File: src/rtl/smvm_stream_packer_if.sv
// Host and SMVM-side signal bundle for smvm_stream_packer.
//
// Host channels (valid/ready):
//   cfg : cfg_valid/cfg_ready, cfg_rows[8:0], cfg_cols[8:0]
//   vec : vec_valid/vec_ready, vec_data[7:0]
//   nz  : nz_valid/nz_ready, nz_val[7:0], nz_col[8:0], nz_row_last, nz_last
// SMVM side: val_in[7:0], ipv_in, in_valid
// Status   : busy, err_cfg (pulse), err_overflow (sticky)
//
// The slave modport is the packer's view; master is the host/bench view.
interface smvm_stream_packer_if;
  logic       cfg_valid;
  logic       cfg_ready;
  logic [8:0] cfg_rows;
  logic [8:0] cfg_cols;
  logic       vec_valid;
  logic       vec_ready;
  logic [7:0] vec_data;
  logic       nz_valid;
  logic       nz_ready;
  logic [7:0] nz_val;
  logic [8:0] nz_col;
  logic       nz_row_last;
  logic       nz_last;
  logic [7:0] val_in;
  logic       ipv_in;
  logic       in_valid;
  logic       busy;
  logic       err_cfg;
  logic       err_overflow;

  modport slave (
    input  cfg_valid, cfg_rows, cfg_cols,
    input  vec_valid, vec_data,
    input  nz_valid, nz_val, nz_col, nz_row_last, nz_last,
    output cfg_ready, vec_ready, nz_ready,
    output val_in, ipv_in, in_valid,
    output busy, err_cfg, err_overflow
  );

  modport master (
    output cfg_valid, cfg_rows, cfg_cols,
    output vec_valid, vec_data,
    output nz_valid, nz_val, nz_col, nz_row_last, nz_last,
    input  cfg_ready, vec_ready, nz_ready,
    input  val_in, ipv_in, in_valid,
    input  busy, err_cfg, err_overflow
  );
endinterface

File: src/rtl/smvm_stream_packer.sv
// smvm_stream_packer: buffers one SMVM job (shape, dense vector, nonzero
// list) from the host, then replays it to SMVM as one gap-free serial stream:
// rows, cols, vector bytes, then (value, column) pairs padded to a multiple
// of K, followed by DRAIN idle cycles so SMVM can settle back to IDLE.
//
// Ports:
//   clk   - clock
//   rst_n - asynchronous active-low reset
//   bus   - smvm_stream_packer_if.slave (host channels, SMVM stream, status)
module smvm_stream_packer #(
  parameter int K        = 4,
  parameter int MAX_COLS = 256,
  parameter int MAX_NNZ  = 64,
  parameter int DRAIN    = 8
) (
  input  logic                  clk,
  input  logic                  rst_n,
  smvm_stream_packer_if.slave   bus
);

  localparam int VAW = $clog2(MAX_COLS);
  localparam int NAW = $clog2(MAX_NNZ);
  localparam int PW  = $clog2(MAX_NNZ + K + 1);
  localparam int GW  = $clog2(DRAIN + 1);
  localparam logic [8:0]    COLS_LIM = 9'(MAX_COLS);
  localparam logic [PW-1:0] NNZ_LAST = PW'(MAX_NNZ - 1);
  localparam logic [GW-1:0] GAP_LAST = GW'(DRAIN - 1);

  typedef enum logic [3:0] {
    IDLE, LOAD_VEC, LOAD_NZ, ABORT,
    EMIT_ROWS, EMIT_COLS, EMIT_VEC, EMIT_VAL, EMIT_IDX, GAP
  } state_t;

  state_t state;

  logic [8:0]    rows_r, cols_r, vcnt;
  logic [PW-1:0] ncnt, nnz_r, pairs_r, pidx;
  logic [GW-1:0] gcnt;
  logic [7:0]    val_q;
  logic          ipv_q, in_valid_q, busy_q, err_cfg_q, err_ovf_q;

  // Value/row_last and column are kept in separate arrays so each read
  // uses its whole word.
  logic [7:0] vec_mem    [MAX_COLS];
  logic [8:0] nz_vr_mem  [MAX_NNZ];
  logic [8:0] nz_col_mem [MAX_NNZ];

  logic          vec_we, nz_we;
  logic [PW-1:0] nnz_next, pairs_next, val_sel;
  logic [8:0]    val_word, col_word;
  logic [VAW-1:0] vec_next;

  assign bus.cfg_ready    = (state == IDLE);
  assign bus.vec_ready    = (state == LOAD_VEC);
  assign bus.nz_ready     = (state == LOAD_NZ) || (state == ABORT);
  assign bus.val_in       = val_q;
  assign bus.ipv_in       = ipv_q;
  assign bus.in_valid     = in_valid_q;
  assign bus.busy         = busy_q;
  assign bus.err_cfg      = err_cfg_q;
  assign bus.err_overflow = err_ovf_q;

  // Outputs are registered one state ahead, so the word for the next cycle
  // is looked up here. val_sel is the pair whose value goes out next: pair 0
  // when leaving the vector, otherwise the one after the current pair.
  // Pairs at or beyond nnz are padding and read as zero.
  always_comb begin
    vec_we     = (state == LOAD_VEC) && bus.vec_valid;
    nz_we      = (state == LOAD_NZ) && bus.nz_valid;
    nnz_next   = ncnt + 1'b1;
    pairs_next = PW'((32'(nnz_next) + K - 1) / K * K);
    val_sel    = (state == EMIT_IDX) ? pidx + 1'b1 : '0;
    val_word   = (val_sel < nnz_r) ? nz_vr_mem[val_sel[NAW-1:0]] : '0;
    col_word   = (pidx < nnz_r) ? nz_col_mem[pidx[NAW-1:0]] : '0;
    vec_next   = vcnt[VAW-1:0] + 1'b1;
  end

  // Job buffers; contents are always written before being read, so they
  // carry no reset.
  always_ff @(posedge clk) begin
    if (vec_we)
      vec_mem[vcnt[VAW-1:0]] <= bus.vec_data;
    if (nz_we) begin
      nz_vr_mem[ncnt[NAW-1:0]]  <= {bus.nz_val, bus.nz_row_last};
      nz_col_mem[ncnt[NAW-1:0]] <= bus.nz_col;
    end
  end

  // Main FSM. Every transition also loads the output registers with what the
  // new state must present, which keeps in_valid continuous across states.
  always_ff @(posedge clk or negedge rst_n) begin
    if (!rst_n) begin
      state      <= IDLE;
      rows_r     <= '0;
      cols_r     <= '0;
      vcnt       <= '0;
      ncnt       <= '0;
      nnz_r      <= '0;
      pairs_r    <= '0;
      pidx       <= '0;
      gcnt       <= '0;
      val_q      <= '0;
      ipv_q      <= 1'b0;
      in_valid_q <= 1'b0;
      busy_q     <= 1'b0;
      err_cfg_q  <= 1'b0;
      err_ovf_q  <= 1'b0;
    end else begin
      err_cfg_q <= 1'b0;
      case (state)
        IDLE: begin
          if (bus.cfg_valid) begin
            if (bus.cfg_cols == '0 || bus.cfg_cols > COLS_LIM) begin
              err_cfg_q <= 1'b1;
            end else begin
              rows_r    <= bus.cfg_rows;
              cols_r    <= bus.cfg_cols;
              err_ovf_q <= 1'b0;
              vcnt      <= '0;
              busy_q    <= 1'b1;
              state     <= LOAD_VEC;
            end
          end
        end
        LOAD_VEC: begin
          if (bus.vec_valid) begin
            if (vcnt == cols_r - 9'd1) begin
              ncnt  <= '0;
              state <= LOAD_NZ;
            end else begin
              vcnt <= vcnt + 9'd1;
            end
          end
        end
        LOAD_NZ: begin
          if (bus.nz_valid) begin
            if (bus.nz_last) begin
              nnz_r           <= nnz_next;
              pairs_r         <= pairs_next;
              in_valid_q      <= 1'b1;
              {val_q, ipv_q}  <= rows_r;
              state           <= EMIT_ROWS;
            end else if (ncnt == NNZ_LAST) begin
              err_ovf_q <= 1'b1;
              state     <= ABORT;
            end else begin
              ncnt <= nnz_next;
            end
          end
        end
        ABORT: begin
          if (bus.nz_valid && bus.nz_last) begin
            busy_q <= 1'b0;
            state  <= IDLE;
          end
        end
        EMIT_ROWS: begin
          {val_q, ipv_q} <= cols_r;
          state          <= EMIT_COLS;
        end
        EMIT_COLS: begin
          val_q <= vec_mem['0];
          ipv_q <= 1'b0;
          vcnt  <= '0;
          state <= EMIT_VEC;
        end
        EMIT_VEC: begin
          if (vcnt == cols_r - 9'd1) begin
            {val_q, ipv_q} <= val_word;
            pidx           <= '0;
            state          <= EMIT_VAL;
          end else begin
            val_q <= vec_mem[vec_next];
            vcnt  <= vcnt + 9'd1;
          end
        end
        EMIT_VAL: begin
          {val_q, ipv_q} <= col_word;
          state          <= EMIT_IDX;
        end
        EMIT_IDX: begin
          if (pidx == pairs_r - 1'b1) begin
            in_valid_q <= 1'b0;
            val_q      <= '0;
            ipv_q      <= 1'b0;
            gcnt       <= '0;
            state      <= GAP;
          end else begin
            {val_q, ipv_q} <= val_word;
            pidx           <= pidx + 1'b1;
            state          <= EMIT_VAL;
          end
        end
        GAP: begin
          if (gcnt == GAP_LAST) begin
            busy_q <= 1'b0;
            state  <= IDLE;
          end else begin
            gcnt <= gcnt + 1'b1;
          end
        end
        default: state <= IDLE;
      endcase
    end
  end

endmodule

File: src/flat_wrapper.sv
// flat-port wrapper written by rule: the top's interface ports become plain ports
module smvm_stream_packer_flat 
#(
  parameter int K        = 4,
  parameter int MAX_COLS = 256,
  parameter int MAX_NNZ  = 64,
  parameter int DRAIN    = 8
)
  (clk, rst_n, bus_cfg_valid, bus_cfg_rows, bus_cfg_cols, bus_vec_valid, bus_vec_data, bus_nz_valid, bus_nz_val, bus_nz_col, bus_nz_row_last, bus_nz_last, bus_cfg_ready, bus_vec_ready, bus_nz_ready, bus_val_in, bus_ipv_in, bus_in_valid, bus_busy, bus_err_cfg, bus_err_overflow);
  smvm_stream_packer_if bus_i ();
  input  logic clk;
  input  logic rst_n;
  input wire logic [$bits(bus_i.cfg_valid)-1:0] bus_cfg_valid;
  input wire logic [$bits(bus_i.cfg_rows)-1:0] bus_cfg_rows;
  input wire logic [$bits(bus_i.cfg_cols)-1:0] bus_cfg_cols;
  input wire logic [$bits(bus_i.vec_valid)-1:0] bus_vec_valid;
  input wire logic [$bits(bus_i.vec_data)-1:0] bus_vec_data;
  input wire logic [$bits(bus_i.nz_valid)-1:0] bus_nz_valid;
  input wire logic [$bits(bus_i.nz_val)-1:0] bus_nz_val;
  input wire logic [$bits(bus_i.nz_col)-1:0] bus_nz_col;
  input wire logic [$bits(bus_i.nz_row_last)-1:0] bus_nz_row_last;
  input wire logic [$bits(bus_i.nz_last)-1:0] bus_nz_last;
  output wire logic [$bits(bus_i.cfg_ready)-1:0] bus_cfg_ready;
  output wire logic [$bits(bus_i.vec_ready)-1:0] bus_vec_ready;
  output wire logic [$bits(bus_i.nz_ready)-1:0] bus_nz_ready;
  output wire logic [$bits(bus_i.val_in)-1:0] bus_val_in;
  output wire logic [$bits(bus_i.ipv_in)-1:0] bus_ipv_in;
  output wire logic [$bits(bus_i.in_valid)-1:0] bus_in_valid;
  output wire logic [$bits(bus_i.busy)-1:0] bus_busy;
  output wire logic [$bits(bus_i.err_cfg)-1:0] bus_err_cfg;
  output wire logic [$bits(bus_i.err_overflow)-1:0] bus_err_overflow;
  assign bus_i.cfg_valid = bus_cfg_valid;
  assign bus_i.cfg_rows = bus_cfg_rows;
  assign bus_i.cfg_cols = bus_cfg_cols;
  assign bus_i.vec_valid = bus_vec_valid;
  assign bus_i.vec_data = bus_vec_data;
  assign bus_i.nz_valid = bus_nz_valid;
  assign bus_i.nz_val = bus_nz_val;
  assign bus_i.nz_col = bus_nz_col;
  assign bus_i.nz_row_last = bus_nz_row_last;
  assign bus_i.nz_last = bus_nz_last;
  assign bus_cfg_ready = bus_i.cfg_ready;
  assign bus_vec_ready = bus_i.vec_ready;
  assign bus_nz_ready = bus_i.nz_ready;
  assign bus_val_in = bus_i.val_in;
  assign bus_ipv_in = bus_i.ipv_in;
  assign bus_in_valid = bus_i.in_valid;
  assign bus_busy = bus_i.busy;
  assign bus_err_cfg = bus_i.err_cfg;
  assign bus_err_overflow = bus_i.err_overflow;
  smvm_stream_packer #(.K(K), .MAX_COLS(MAX_COLS), .MAX_NNZ(MAX_NNZ), .DRAIN(DRAIN)) u_core (.clk(clk), .rst_n(rst_n), .bus(bus_i));
endmodule
File: config.mk
export PLATFORM = sky130hd
export DESIGN_NAME = smvm_stream_packer_flat
export DESIGN_NICKNAME = d
export VERILOG_FILES = /design/src/rtl/smvm_stream_packer_if.sv /design/src/rtl/smvm_stream_packer.sv /design/src/flat_wrapper.sv
export SDC_FILE = /design/constraint.sdc
export NUM_CORES = 2
export LEC_CHECK = 0
export CORE_UTILIZATION = 30
export DETAILED_ROUTE_END_ITERATION = 10
export MAX_ROUTING_LAYER = met4
export PLACE_DENSITY_LB_ADDON = 0.2
export SLEW_MARGIN = 0
export SYNTH_ARGS = -nofsm -noshare
export SYNTH_HDL_FRONTEND = slang
export SYNTH_SLANG_ARGS = --single-unit
export TNS_END_PERCENT = 50
File: constraint.sdc
create_clock -name clk -period 6.85 [get_ports clk]
set_clock_uncertainty 0.05 [all_clocks]
set_input_delay 1.37 -clock clk [delete_from_list [all_inputs] [get_ports clk]]
set_output_delay 1.37 -clock clk [all_outputs]
set_load 0.05 [all_outputs]
==> flow_summary_export.csv <==
group,metric,value,unit
outcome,outcome,"finished, violations left",
outcome,failed_checks,"design-rule violations",
worst_setup_path,crit_arrival,5.91,ns
routing,via_per_inst,5.21,
finish,num-nets-final,6865,
routing,drtIter0Drc,7185,
floorplan,die_area,0.435,mm2
logic_synthesis,synth-edff-count,3200,
floorplan,chipHeight,660,um
pwr,power.density_cell_area,339,mW/mm2
floorplan,ioPinCount,66,
finish,seqCellArea,0.0980,mm2
clock_network,ctsLongestPathBuffers,4,
grt,grt_pass1_vias,67600,
routing,drtAntennaViolNets,0,
clock_network,cts_tree,"yes",
clock_network,clock_sink_count,3274,
pwr,sequentialPowerShare,44.4,%
pwr,post-layout-total-power,50.6,mW
logic_synthesis,synth.avg_cell_area,19.7,um2
floorplan,die_x,660,um
clock_network,cts_repair_resize_count,0,
sta,fin_crit_sh,75.3,%
logic_synthesis,synth.net_count,6670,
logic_synthesis,flops_latches_synth,3274,
pwr,p_sw,13.7,mW
pwr,peak_supply_drop,0.000309,V
routing,firstDrtPassIters,9,
sta,setup_ws,1.69,ns
clock_network,clkSlewWorstSetupHoldPaths,0.06,ns
place,gp_routability_congestion,0.872,
worst_setup_path,worst-path-max-fanout,23,
worst_setup_path,path_class,"flip-flop to flip-flop",
place,numPortBuffers,65,
grt,gr-total-overflow,0,
place,post-dp-hpwl,232000,um
worst_setup_path,critical_path_endpoint_category,"flip-flop",
logic_synthesis,synth.top_cells.by_area,"sky130_fd_sc_hd__edfxtp_1, sky130_fd_sc_hd__mux4_2, sky130_fd_sc_hd__dfrtp_1, sky130_fd_sc_hd__nor2_1, sky130_fd_sc_hd__nand2_1",
pwr,internal-power,36.9,mW
place,detailedPlace.worstSlack,1.63,ns
floorplan,coreArea,0.431,mm2
sta,hold_ws,0.300,ns
routing,detail_route.wl_per_cell,30.3,um
finish,flow.area_growth_from_synthesis,14.9,%
floorplan,placement_rows,241,
clock_network,clk_latency,0.94,ns
logic_synthesis,most_common_cell_in_the_synthesized_netlist,"sky130_fd_sc_hd__edfxtp_1",
worst_setup_path,crit-reg2reg-capture,"u_core.bus.val_in[1]",
worst_setup_path,worst-endpoint-required,7.60,ns
sta,final_period_minus_worst_setup_slack,5.16,ns
pwr,swShare,27.0,%
pwr,clock_power_share,37.8,%
sta,accumulated_negative_setup_slack,0,ns
sta,fmaxAchievable,194,MHz
logic_synthesis,synth.largest_area_cell,"sky130_fd_sc_hd__edfxtp_1",
finish,fillers,40200,
hold_path,hp-class,"input pin to async pin",
logic_synthesis,synth.yosys.warnings,0,
sta,hold_violations,0,
logic_synthesis,synth.cell_area,0.130,mm2
worst_setup_path,worst_r2r_startpoint,"u_core.pidx[2]",
pwr,total_leakage_power,44.8,nW
logic_synthesis,postSynth.asyncResetShare,2.26,%
worst_setup_path,worst-r2r-cell-count,12,
finish,fin_util,34.6,%
finish,drive_above_1_share,23.9,%
logic_synthesis,synth_seq_area_share,75.4,%
worst_setup_path,timing.critical_path.from_type,"flip-flop",
worst_setup_path,ff_to_ff_setup_slack,1.69,ns
floorplan,start_util,30.1,%
sta,rsz0062_at_grt,"false",
clock_network,ctsHoldBuffers,0,
clock_network,tritoncts_buffer_count,350,
flow_run,total_of_max_cap_violations,0,
logic_synthesis,share_of_the_synthesized_area_in_the_top_cell_type,74.0,%
logic_synthesis,synth.distinct_cells,86,
logic_synthesis,ys.flop_type,"sky130_fd_sc_hd__edfxtp_1",
grt,grt_start_max_net_pins,165,
logic_synthesis,post_synth_inst_count,6600,
clock_network,cts_post_setup_buffers_inserted,0,
grt,groute.usage.overall,17.9,%
routing,vias,66600,
sta,setup_viol_count_final,0,
finish,multiInputGateArea,0.0301,mm2
logic_synthesis,synth.cells.most_frequent,"sky130_fd_sc_hd__edfxtp_1, sky130_fd_sc_hd__mux4_2, sky130_fd_sc_hd__nor2_1",
sta,timing_worst_slew_pin_value,1.34,ns
routing,detail_route.wirelength,387000,um
sta,finalMaxSlewViolations,0,
clock_network,htree_levels,5,
clock_network,clock_tree.root_cell,"sky130_fd_sc_hd__clkbuf_16",
pwr,pwr-share-comb,17.8,%
sta,relSlewSlack,9.51,%
grt,global_route_wire_length_before_repair,541000,um
grt,antenna_violations_before_repair,28,
routing,drc_errors,2,
[layout make-up]
class / instances / share of cell area [%]
diodes: 5 / 0.00839
clock buffers: 433 / 6.27
clock inverters: 202 / 1.37
inverters: 35 / 0.0889
multi-input cells: 2873 / 20.2
flip-flops and latches: 3274 / 65.7
well taps: 5710 / 4.79
repair buffers: 261 / 1.62
[cell families (layout without fill, tap and decap cells)]
family          after synthesis  count (layout)  share of synthesized area, %
flops                      3274            3274                          75.4
simple gates               1180            1180                          4.00
mux                         957             957                          14.7
compound gates              676             676                          3.60
buf+inv                     453             931                          1.75
xor+xnor                     40              40                         0.281
fa+ha+maj                    20              20                         0.193
other cells                   0               5                             0
[sequential cells by signal (all words and copies together), names as in the netlist]
| name | cells |
|---|---|
| u_core.bus.busy | 1 |
| u_core.bus.err_cfg | 1 |
| u_core.nnz_r | 7 |
| u_core.pidx | 7 |
| u_core.vcnt | 9 |
| u_core.bus.ipv_in | 1 |
| u_core.state | 4 |
| u_core.nz_col_mem | 576 |
| u_core.vec_mem | 2048 |
| u_core.ncnt | 7 |
| u_core.rows_r | 9 |
| u_core.bus.in_valid | 1 |
| u_core.cols_r | 9 |
| u_core.bus.err_overflow | 1 |
| u_core.gcnt | 4 |
| u_core.nz_vr_mem | 576 |
| u_core.bus.val_in | 8 |
| u_core.pairs_r | 5 |
[worst max-delay path, stage by stage (launching register included)]
cell,delay [ns]
sky130_fd_sc_hd__dfrtp_4,0.80
sky130_fd_sc_hd__and2_0,0.40
sky130_fd_sc_hd__nand4_1,0.16
sky130_fd_sc_hd__xor2_1,0.19
sky130_fd_sc_hd__nand2b_1,0.81
sky130_fd_sc_hd__inv_2,0.52
sky130_fd_sc_hd__ha_1,0.36
sky130_fd_sc_hd__nor4_1,0.25
sky130_fd_sc_hd__o21ai_0,0.19
sky130_fd_sc_hd__a31oi_1,0.30
sky130_fd_sc_hd__o21a_1,0.39
sky130_fd_sc_hd__a41oi_1,0.31
sky130_fd_sc_hd__a32oi_1,0.27
[worst max path at each step]
stage / startpoint / slack [ns] / depth (start not counted) / endpoint
global route: u_core.vcnt[0] / 1.46 / 10 / u_core.bus.val_in[3]
detailed placement: bus_vec_valid / 1.63 / 5 / u_core.vec_mem[99][7]
finish: u_core.pidx[2] / 1.69 / 12 / u_core.bus.val_in[1]
floorplan: u_core.vcnt[0] / 2.65 / 18 / u_core.bus.val_in[4]
global placement: u_core.pidx[2] / 1.69 / 9 / u_core.bus.val_in[4]
CTS: u_core.pidx[2] / 1.72 / 12 / u_core.bus.val_in[1]
[layer usage]
layer	GRT usage (%)	vias to the layer above	routed length (um)
met3	2.93	535	24100
met4	5.30	0	12800
li1	-	27600	-
met5	-	-	0
met2	27.9	2338	182000
met1	24.3	36200	168000
[stage by stage]
step           cell area (um2)  cells
2_1_floorplan           130000   6600
3_3_place_gp            138000  12200
3_5_place_dp            138000  12200
4_1_cts                 149000  12800
5_1_grt                 149000  12800
6_report                149000  12800
[cell usage in the layout (no fill, tap or decap), types with 64 or more instances in the layout]
| cell | count |
|---|---|
| sky130_fd_sc_hd__edfxtp_1 | 3200 |
| sky130_fd_sc_hd__mux4_2 | 756 |
| sky130_fd_sc_hd__nor2_1 | 385 |
| sky130_fd_sc_hd__nand2_1 | 364 |
| sky130_fd_sc_hd__clkbuf_16 | 359 |
| sky130_fd_sc_hd__buf_4 | 169 |
| sky130_fd_sc_hd__mux2i_1 | 125 |
| sky130_fd_sc_hd__a21oi_1 | 125 |
| sky130_fd_sc_hd__nand3_1 | 116 |
| sky130_fd_sc_hd__o21ai_0 | 105 |
| sky130_fd_sc_hd__mux2_2 | 72 |
| sky130_fd_sc_hd__clkinv_2 | 72 |
| sky130_fd_sc_hd__dfrtp_1 | 69 |
| sky130_fd_sc_hd__clkinv_1 | 68 |
| sky130_fd_sc_hd__clkbuf_1 | 64 |
[power by group through the flow]
stage               Combinational [mW]  Clock [mW]  Sequential (mW)
CTS                               9.16        19.5             22.4
global route                      9.47        20.1             22.5
global placement                  9.14           0             22.9
finish                            9.01        19.1             22.5
floorplan                         6.16           0             22.8
detailed placement                9.13           0             22.9
Note: power is estimated with default switching activity, not from simulation.
